[config.mk]
export PLATFORM = sky130hd
export DESIGN_NAME = led_bar_meter
export DESIGN_NICKNAME = d
export VERILOG_FILES = /design/src/rtl/led_bar_meter.sv
export SDC_FILE = /design/constraint.sdc
export NUM_CORES = 1
export LEC_CHECK = 0
export CAP_MARGIN = 20
export CORE_MARGIN = 4
export CORE_UTILIZATION = 40
export CTS_CLUSTER_SIZE = 25
export DETAILED_ROUTE_END_ITERATION = 8
export DONT_BUFFER_PORTS = 1
export PLACE_DENSITY_LB_ADDON = 0.1
export SETUP_SLACK_MARGIN = 0.05
export SYNTH_ARGS = -nofsm -noshare
export SYNTH_HDL_FRONTEND = slang
export SYNTH_SLANG_ARGS = --single-unit
[constraint.sdc]
create_clock -name clk -period 4.45 [get_ports clk]
set_input_delay 0.6675 -clock clk [delete_from_list [all_inputs] [get_ports clk]]
set_output_delay 0.6675 -clock clk [all_outputs]
set_load 0.005 [all_outputs]
[src/rtl/led_bar_meter.sv]
// -----------------------------------------------------------------------------
// led_bar_meter
//
// LED bar-graph meter for an N-segment column. A quantised level (note index or
// magnitude) is mapped to a target bar height; the displayed height rises
// one segment per animation tick and falls one segment every DECAY_TICKS ticks.
// A peak marker holds for PEAK_HOLD_TICKS ticks, then falls one segment per
// tick until it is refreshed by the bar. Four display modes are supported.
//
// Ports
//   clk          clock
//   rstn         synchronous active-low reset
//   level_in     quantised level / note index (LEVEL_W bits)
//   level_valid  1 = level_in meaningful, 0 = silence (target height 0)
//   mode         00 bar, 01 dot, 10 bar + peak marker, 11 blank
//   freeze       1 = animation state holds; target and led still update
//   led          registered LED drive; led[NUM_LEDS-1] is the bottom segment
//   level_out    current bar height (0..NUM_LEDS)
//   peak_out     current peak-marker height (0..NUM_LEDS)
// -----------------------------------------------------------------------------
module led_bar_meter #(
   parameter int unsigned NUM_LEDS        = 6,
   parameter int unsigned LEVEL_W         = 4,
   parameter int unsigned LEVEL_SHIFT     = 1,
   parameter int unsigned TICK_DIV        = 166667,
   parameter int unsigned DECAY_TICKS     = 2,
   parameter int unsigned PEAK_HOLD_TICKS = 30,
   localparam int unsigned HW             = $clog2(NUM_LEDS + 1)
) (
   input  logic                clk,
   input  logic                rstn,
   input  logic [LEVEL_W-1:0]  level_in,
   input  logic                level_valid,
   input  logic [1:0]          mode,
   input  logic                freeze,
   output logic [NUM_LEDS-1:0] led,
   output logic [HW-1:0]       level_out,
   output logic [HW-1:0]       peak_out
);

   // Counter widths; a terminal count of 1 still needs a 1-bit register.
   localparam int unsigned PW = (TICK_DIV > 1) ? $clog2(TICK_DIV) : 1;
   localparam int unsigned DW = (DECAY_TICKS > 1) ? $clog2(DECAY_TICKS) : 1;
   localparam int unsigned KW = (PEAK_HOLD_TICKS > 1) ? $clog2(PEAK_HOLD_TICKS) : 1;
   // Target arithmetic width: at least 32 bits, and one more than LEVEL_W so
   // the +1 can never wrap before the saturation compare.
   localparam int unsigned SW = (LEVEL_W >= 32) ? LEVEL_W + 1 : 32;

   localparam logic [PW-1:0] PRESC_MAX = PW'(TICK_DIV - 1);
   localparam logic [DW-1:0] DECAY_MAX = DW'(DECAY_TICKS - 1);
   localparam logic [KW-1:0] HOLD_MAX  = KW'(PEAK_HOLD_TICKS - 1);
   localparam logic [HW-1:0] FULL_H    = HW'(NUM_LEDS);
   localparam logic [SW-1:0] FULL_S    = SW'(NUM_LEDS);

   typedef enum logic [1:0] {
      ModeBar     = 2'b00,
      ModeDot     = 2'b01,
      ModeBarPeak = 2'b10,
      ModeBlank   = 2'b11
   } mode_e;

   // ---------------------------------------------------------------------------
   // State
   // ---------------------------------------------------------------------------
   logic [HW-1:0]       target_q, target_d;
   logic [PW-1:0]       presc_q, presc_d;
   logic [HW-1:0]       cur_q, cur_d;
   logic [HW-1:0]       peak_q, peak_d;
   logic [DW-1:0]       decay_q, decay_d;
   logic [KW-1:0]       hold_q, hold_d;
   logic [NUM_LEDS-1:0] led_q, led_d;

   logic                tick;
   logic                tick_eff;

   // ---------------------------------------------------------------------------
   // Target height: silence maps to 0, otherwise (level >> shift) + 1,
   // saturated at the column height.
   // ---------------------------------------------------------------------------
   logic [SW-1:0] lvl_sum;

   assign lvl_sum = SW'(level_in >> LEVEL_SHIFT) + SW'(1);

   always_comb begin
      target_d = '0;
      if (level_valid) begin
         if (lvl_sum >= FULL_S) begin
            target_d = FULL_H;
         end else begin
            target_d = HW'(lvl_sum);
         end
      end
   end

   // ---------------------------------------------------------------------------
   // Free-running tick prescaler; unaffected by freeze or target changes so
   // the tick phase is preserved across a freeze.
   // ---------------------------------------------------------------------------
   assign tick     = (presc_q == PRESC_MAX);
   assign tick_eff = tick & ~freeze;

   always_comb begin
      presc_d = presc_q + PW'(1);
      if (tick) begin
         presc_d = '0;
      end
   end

   // ---------------------------------------------------------------------------
   // Bar height animation: fast attack, divided decay. Uses the registered
   // target, so a target change in a tick cycle only counts from the next tick.
   // ---------------------------------------------------------------------------
   always_comb begin
      cur_d   = cur_q;
      decay_d = decay_q;
      if (cur_q < target_q) begin
         cur_d   = cur_q + HW'(1);
         decay_d = '0;
      end else if (cur_q > target_q) begin
         if (decay_q == DECAY_MAX) begin
            cur_d   = cur_q - HW'(1);
            decay_d = '0;
         end else begin
            decay_d = decay_q + DW'(1);
         end
      end else begin
         decay_d = '0;
      end
   end

   // ---------------------------------------------------------------------------
   // Peak marker, driven by the next bar height. While below the bar-to-be it
   // is refreshed; otherwise it holds, then falls one segment per tick. Since
   // cur_d < peak_q in the falling branch, peak_q - 1 can never drop below it.
   // ---------------------------------------------------------------------------
   always_comb begin
      peak_d = peak_q;
      hold_d = hold_q;
      if (cur_d >= peak_q) begin
         peak_d = cur_d;
         hold_d = '0;
      end else if (hold_q < HOLD_MAX) begin
         hold_d = hold_q + KW'(1);
      end else begin
         peak_d = peak_q - HW'(1);
      end
   end

   // ---------------------------------------------------------------------------
   // LED mapping from the registered heights. Height h lights the bottom h
   // segments, i.e. led[NUM_LEDS-1 : NUM_LEDS-h]; the single-dot form lights
   // only led[NUM_LEDS-h].
   // ---------------------------------------------------------------------------
   logic [NUM_LEDS-1:0] bar_cur;
   logic [NUM_LEDS-1:0] dot_cur;
   logic [NUM_LEDS-1:0] dot_peak;

   always_comb begin
      bar_cur  = '0;
      dot_cur  = '0;
      dot_peak = '0;
      for (int i = 0; i < int'(NUM_LEDS); i++) begin
         bar_cur[i]  = (i + int'(cur_q)) >= int'(NUM_LEDS);
         dot_cur[i]  = (cur_q != '0) && ((i + int'(cur_q)) == int'(NUM_LEDS));
         dot_peak[i] = (peak_q != '0) && ((i + int'(peak_q)) == int'(NUM_LEDS));
      end
   end

   always_comb begin
      led_d = '0;
      unique case (mode_e'(mode))
         ModeBar:     led_d = bar_cur;
         ModeDot:     led_d = dot_cur;
         ModeBarPeak: led_d = bar_cur | dot_peak;
         ModeBlank:   led_d = '0;
      endcase
   end

   // ---------------------------------------------------------------------------
   // Registers
   // ---------------------------------------------------------------------------
   always_ff @(posedge clk) begin
      if (!rstn) begin
         target_q <= '0;
         presc_q  <= '0;
         cur_q    <= '0;
         peak_q   <= '0;
         decay_q  <= '0;
         hold_q   <= '0;
         led_q    <= '0;
      end else begin
         target_q <= target_d;
         presc_q  <= presc_d;
         led_q    <= led_d;
         if (tick_eff) begin
            cur_q   <= cur_d;
            decay_q <= decay_d;
            peak_q  <= peak_d;
            hold_q  <= hold_d;
         end
      end
   end

   assign led       = led_q;
   assign level_out = cur_q;
   assign peak_out  = peak_q;

endmodule

==> results.cfg, run 1 <==
[run_status]
status = finished, final reports clean

[clock_network]
cts_root_buf = clkbuf_8
cts_sinks = 39
path_clk_slew_ns = 0.08
post_cts_resized = 0
cts-buffers-inserted = 5
post_cts_buffers = 0
holdBufCountCts = 0
clk_path_buf_depth = 2
ctsHtreeMaxLevel = 2
cts_tree = done
clk_latency_ns = 0.29

[route]
wl_mm = 5.03
drt-initial-drc-count = 62
ant_nets = 0
drcViolationCount = 0
vias = 1991
avgViaCountPerCell = 5.37
dr.pass1.iters = 4
post_drt_wl_per_cell_um = 13.6

[grt]
first_global_vias = 1915
grtUsageMet3_pct = 3.80
grt.total_usage_pct = 14.5
use_met2_pct = 23.9
top_usage_layer = met2
grt_max_degree = 15
antenna_found_initial = 0
grt_pass1_wl_mm = 8.80
overflow = 0
use_met1_pct = 18.3

[layout]
multi_input_area_mm2 = 0.00158
fill_cells = 607
fin_util_pct = 44.6
drive_gt1_share_pct = 5.07
area_growth_pct = 7.33
final-seq-area_um2 = 781
nets = 339
num_antenna_cells = 0

[yosys]
ys_seq_elements = 39
ys_seq_area_share_pct = 31.6
ys_top_cells_by_area = dfxtp_1, ha_1, nor2_1
synth_nets = 338
async_flop_share_pct = 0
synthFlopType = dfxtp_1
synth_edf_count = 0
netlist_area_mm2 = 0.00247
synth_warnings = 0
yosys.area.top_type = dfxtp_1
ys_types = 51
synth_most_common_cell = dfxtp_1
netlist_top_cells_count = dfxtp_1, nor2_1, ha_1
synth_cells = 295
synth_top_area_share_pct = 31.6
avgSynthCellArea_um2 = 8.39

[die]
row_count = 28
io_pins = 22
start_util_pct = 41.5
dieArea_mm2 = 0.00751
die-width_um = 86.6
die_y_um = 86.6
coreArea_mm2 = 0.00596

[power]
p_int_uw = 541
ir_worst_vdd_mv = 0.159
seqPwrFrac_pct = 50.4
total_power_uw = 705
swShare_pct = 23.3
p_leak_nw = 0.988
power_density_mw_per_mm2 = 266
power.switching_uw = 164
p_clk_share_pct = 41.3
comb_power_share_pct = 8.4

[placement]
dp.final_hpwl_mm = 3.79
place_ws_ns = 0.680
portBuffers = 0
place_congestion = 0.780

[sta]
worst_pin_slew_ns = 0.574
final_max_slew_viol_count = 0
holdWs_ns = 0.449
finalCritPeriodShare_pct = 83.4
fin_skew_ns = 0.00647
rsz0062_at_grt = false
max_freq_ghz = 0.269
hold_violations = 0
max_slew_margin_pct = 61.5
finalSetupTns_ns = 0
fin_ws_ns = 0.737
min_period_ns = 3.71
setup_viol = 0

[worst_setup_path]
criticalPathCategory = register to register
worstPathRequired_ns = 4.60
worstPathArrival_ns = 3.87
end_kind = register
cp_max_fo = 9
critPathLaunchType = register

[flow_run]
maxCapViolations = 0

[worst_hold_path]
min_path_type = primary input to register
==> placed cells by master (no fill, tap or decap), drive strengths merged, types with 6 or more instances in the layout <==
cell and count:
a211oi 9, a21oi 19, dfxtp 39, ha 33, inv 18, nand2 21, nand3 17, nor2 36
nor3 8, o21ai 6, xnor2 11, xor2 7
==> layer usage <==
metal | vias up | wire [um]
met4 | 0 | 68
met2 | 31 | 2280
met5 | - | 0
met1 | 888 | 2450
li1 | 1064 | -
met3 | 8 | 238
==> state kept, by name (all words and copies together) (netlist names) <==
register   count
hold_q         5
presc_q       18
led            6
level_out      3
peak_out       3
decay_q        1
target_q       3
==> worst paths after layout <==
path | end | cells past startpoint | slack [ns] | startpoint
setup / recovery | peak_out[2] | 13 | 0.74 | level_out[0]
hold / removal | target_q[0] | 1 | 0.45 | level_in[1]
setup reg to reg | peak_out[2] | 13 | 0.74 | level_out[0]
hold reg to reg | presc_q[0] | 1 | 0.47 | presc_q[0]
==> power groups by stage <==
| stage | Combinational (mW) | Sequential, mW | Clock [mW] |
|---|---|---|---|
| floorplan | 0.0479 | 0.363 | 0 |
| global placement | 0.0589 | 0.364 | 0 |
| detailed placement | 0.0597 | 0.364 | 0 |
| CTS | 0.0600 | 0.356 | 0.304 |
| global route | 0.0694 | 0.356 | 0.319 |
| finish | 0.0590 | 0.355 | 0.291 |
==> stage by stage <==
step                      cells  area, um^2
final                       371        2660
after global routing        371        2660
after CTS                   371        2660
after detailed placement    364        2550
after global placement      364        2550
after floorplan             295        2470
==> critical path, cell delays in order, from the launching register on <==
cell,delay [ns]
dfxtp_1,0.53
inv_1,0.19
ha_1,0.34
and3_1,0.16
a211oi_1,0.43
a22oi_1,0.19
and2_1,0.17
ha_1,0.30
a21o_1,0.20
a31oi_1,0.45
buf_4,0.23
nand3_1,0.07
o311ai_1,0.24
a211oi_1,0.08
==> cells by family after synthesis <==
group	Yosys count	synth area share (%)
muxes	1	0.455
and+or+nand+nor	117	24.3
xor gates and xnor gates	18	6.37
buffers and inverters	27	4.40
adders and majority gates	33	16.7
AOI/OAI and AO/OA	60	16.2
DFF	39	31.6
==> layout make-up <==
| type | count | area share, % |
|---|---|---|
| flip-flops and latches | 39 | 29.4 |
| clock inverters | 2 | 1.41 |
| clock buffers | 5 | 2.59 |
| inverters | 18 | 2.54 |
| multi-input cells | 229 | 59.7 |
| repair buffers | 3 | 0.848 |
| well taps | 75 | 3.53 |
Power figures use the tool's default switching activity.
==> inputs of run 2 (changes only) <==
Clock period 4.45 ns to 3.8 ns, I/O delays scaled along.
==> results.cfg, run 2 (synthesis results as in run 1) <==
[clock_network]
cts_tree = done
clk_path_buf_depth = 2
path_clk_slew_ns = 0.08
ctsHtreeMaxLevel = 2
post_cts_resized = 0
cts_root_buf = clkbuf_8
holdBufCountCts = 0
post_cts_buffers = 0
cts-buffers-inserted = 5
cts_sinks = 39
clk_latency_ns = 0.30

[die]
io_pins = 22
coreArea_mm2 = 0.00596
die-width_um = 86.6
dieArea_mm2 = 0.00751
row_count = 28
start_util_pct = 41.5
die_y_um = 86.6

[worst_setup_path]
end_kind = register
worstPathArrival_ns = 3.48
criticalPathCategory = register to register
worstPathRequired_ns = 3.97
worstPathCellList = inv_1 > ha_1 > and3_1 > a211oi_1 > a22oi_1 > and2_1 > ha_1 > a21o_1 > a31oi_1 > buf_4 > nand3_1 > o311ai_1 > a211oi_1
slowest_delay_ns = 0.45
critPathLaunchType = register
cp_max_fo = 7
slowest_stage = a211oi_1
rr_worst_depth = 13

[placement]
place_ws_ns = 0.517
portBuffers = 0
dp.final_hpwl_mm = 3.74
place_congestion = 0.781
place_inst = 366

[power]
power_density_mw_per_mm2 = 301
p_leak_nw = 0.999
total_power_uw = 803
ir_worst_vdd_mv = 0.195

[sta]
finalSetupTns_ns = 0
fin_ws_ns = 0.484
finalCritPeriodShare_pct = 87.3
setup_viol = 0
fin_skew_ns = 0.00515
worst_pin_slew_ns = 0.656
final_max_slew_viol_count = 0
max_freq_ghz = 0.302
max_slew_margin_pct = 56.0
hold_violations = 0
rsz0062_at_grt = false
min_period_ns = 3.32

[layout]
regMostFlops = presc_q
layout_common_cells = dfxtp_1, nor2_1, ha_1
fin_cells = 374
mostFrequentLayoutCell = dfxtp_1
num_antenna_cells = 0
largest_reg_flops = 18
nets = 341
fin_util_pct = 44.8
area_growth_pct = 7.84
drive_gt1_share_pct = 6.02
fill_cells = 622

[route]
drcViolationCount = 0
wl_mm = 5.05
ant_nets = 0
drt-initial-drc-count = 83
dr.pass1.iters = 4
post_drt_wl_per_cell_um = 13.5
avgViaCountPerCell = 5.30
vias = 1982

[grt]
grt_max_degree = 15
first_global_vias = 2027
antenna_found_initial = 0
overflow = 0
grt.total_usage_pct = 14.9
grt_pass1_wl_mm = 9.08

[run_status]
status = finished, final reports clean

[flow_run]
maxCapViolations = 0

[worst_hold_path]
min_path_type = primary input to register
hold_path_depth = 1
==> run 2: changes by cell type in the layout (fill, tap and decap cells not counted) <==
cell and change:
buf_4 +2, bufinv_16 -1, clkbuf_8 +2
==> run 2: path summary, 6_finish.rpt <==
kind | start | slack (ns) | end
worst max-delay path | level_out[0] | 0.48 | peak_out[2]
worst min-delay path | level_in[1] | 0.34 | target_q[0]
worst max register to register | level_out[0] | 0.48 | peak_out[2]
worst min register to register | presc_q[0] | 0.46 | presc_q[0]
==> run 2: through the flow <==
stage	hold WS [ns]	area, um^2
6_report	0.341	2670
5_1_grt	0.333	2670
4_1_cts	0.335	2670
3_5_place_dp	0.454	2560
3_3_place_gp	0.444	2560
2_1_floorplan	0.430	2470
==> run 2: worst max-delay path: cells and delay by family, from the launching register on <==
family	cells	cell delay [ns]
buf+inv	2	0.33
simple gates	3	0.41
flops	1	0.33
fa+ha+maj	2	0.62
compound gates	6	1.49
==> run 2: power breakdown <==
group / internal, mW / switching (mW)
Combinational: 0.0290 / 0.0401
Clock: 0.165 / 0.152
Sequential: 0.413 / 0.00326
==> run 2: layout make-up <==
cell class | count | area, um^2 | area share (%)
Clock buffer | 7 | 96.3 | 3.61
Inverter | 18 | 67.6 | 2.53
Tap cell | 75 | 93.8 | 3.52
Timing Repair Buffer | 5 | 37.5 | 1.41
Clock inverter | 1 | 7.51 | 0.281
Multi-Input combinational cell | 229 | 1580 | 59.4
Sequential cell | 39 | 781 | 29.3
==> run 2: per-layer routing <==
| layer | GRT usage [%] | up-vias | part of all wire [%] |
|---|---|---|---|
| met5 | 0 | - | 0 |
| met4 | 5.38 | 0 | 1.6 |
| met3 | 3.71 | 8 | 3.9 |
| met2 | 24.8 | 26 | 44 |
| met1 | 18.5 | 884 | 51 |
| li1 | - | 1064 | - |
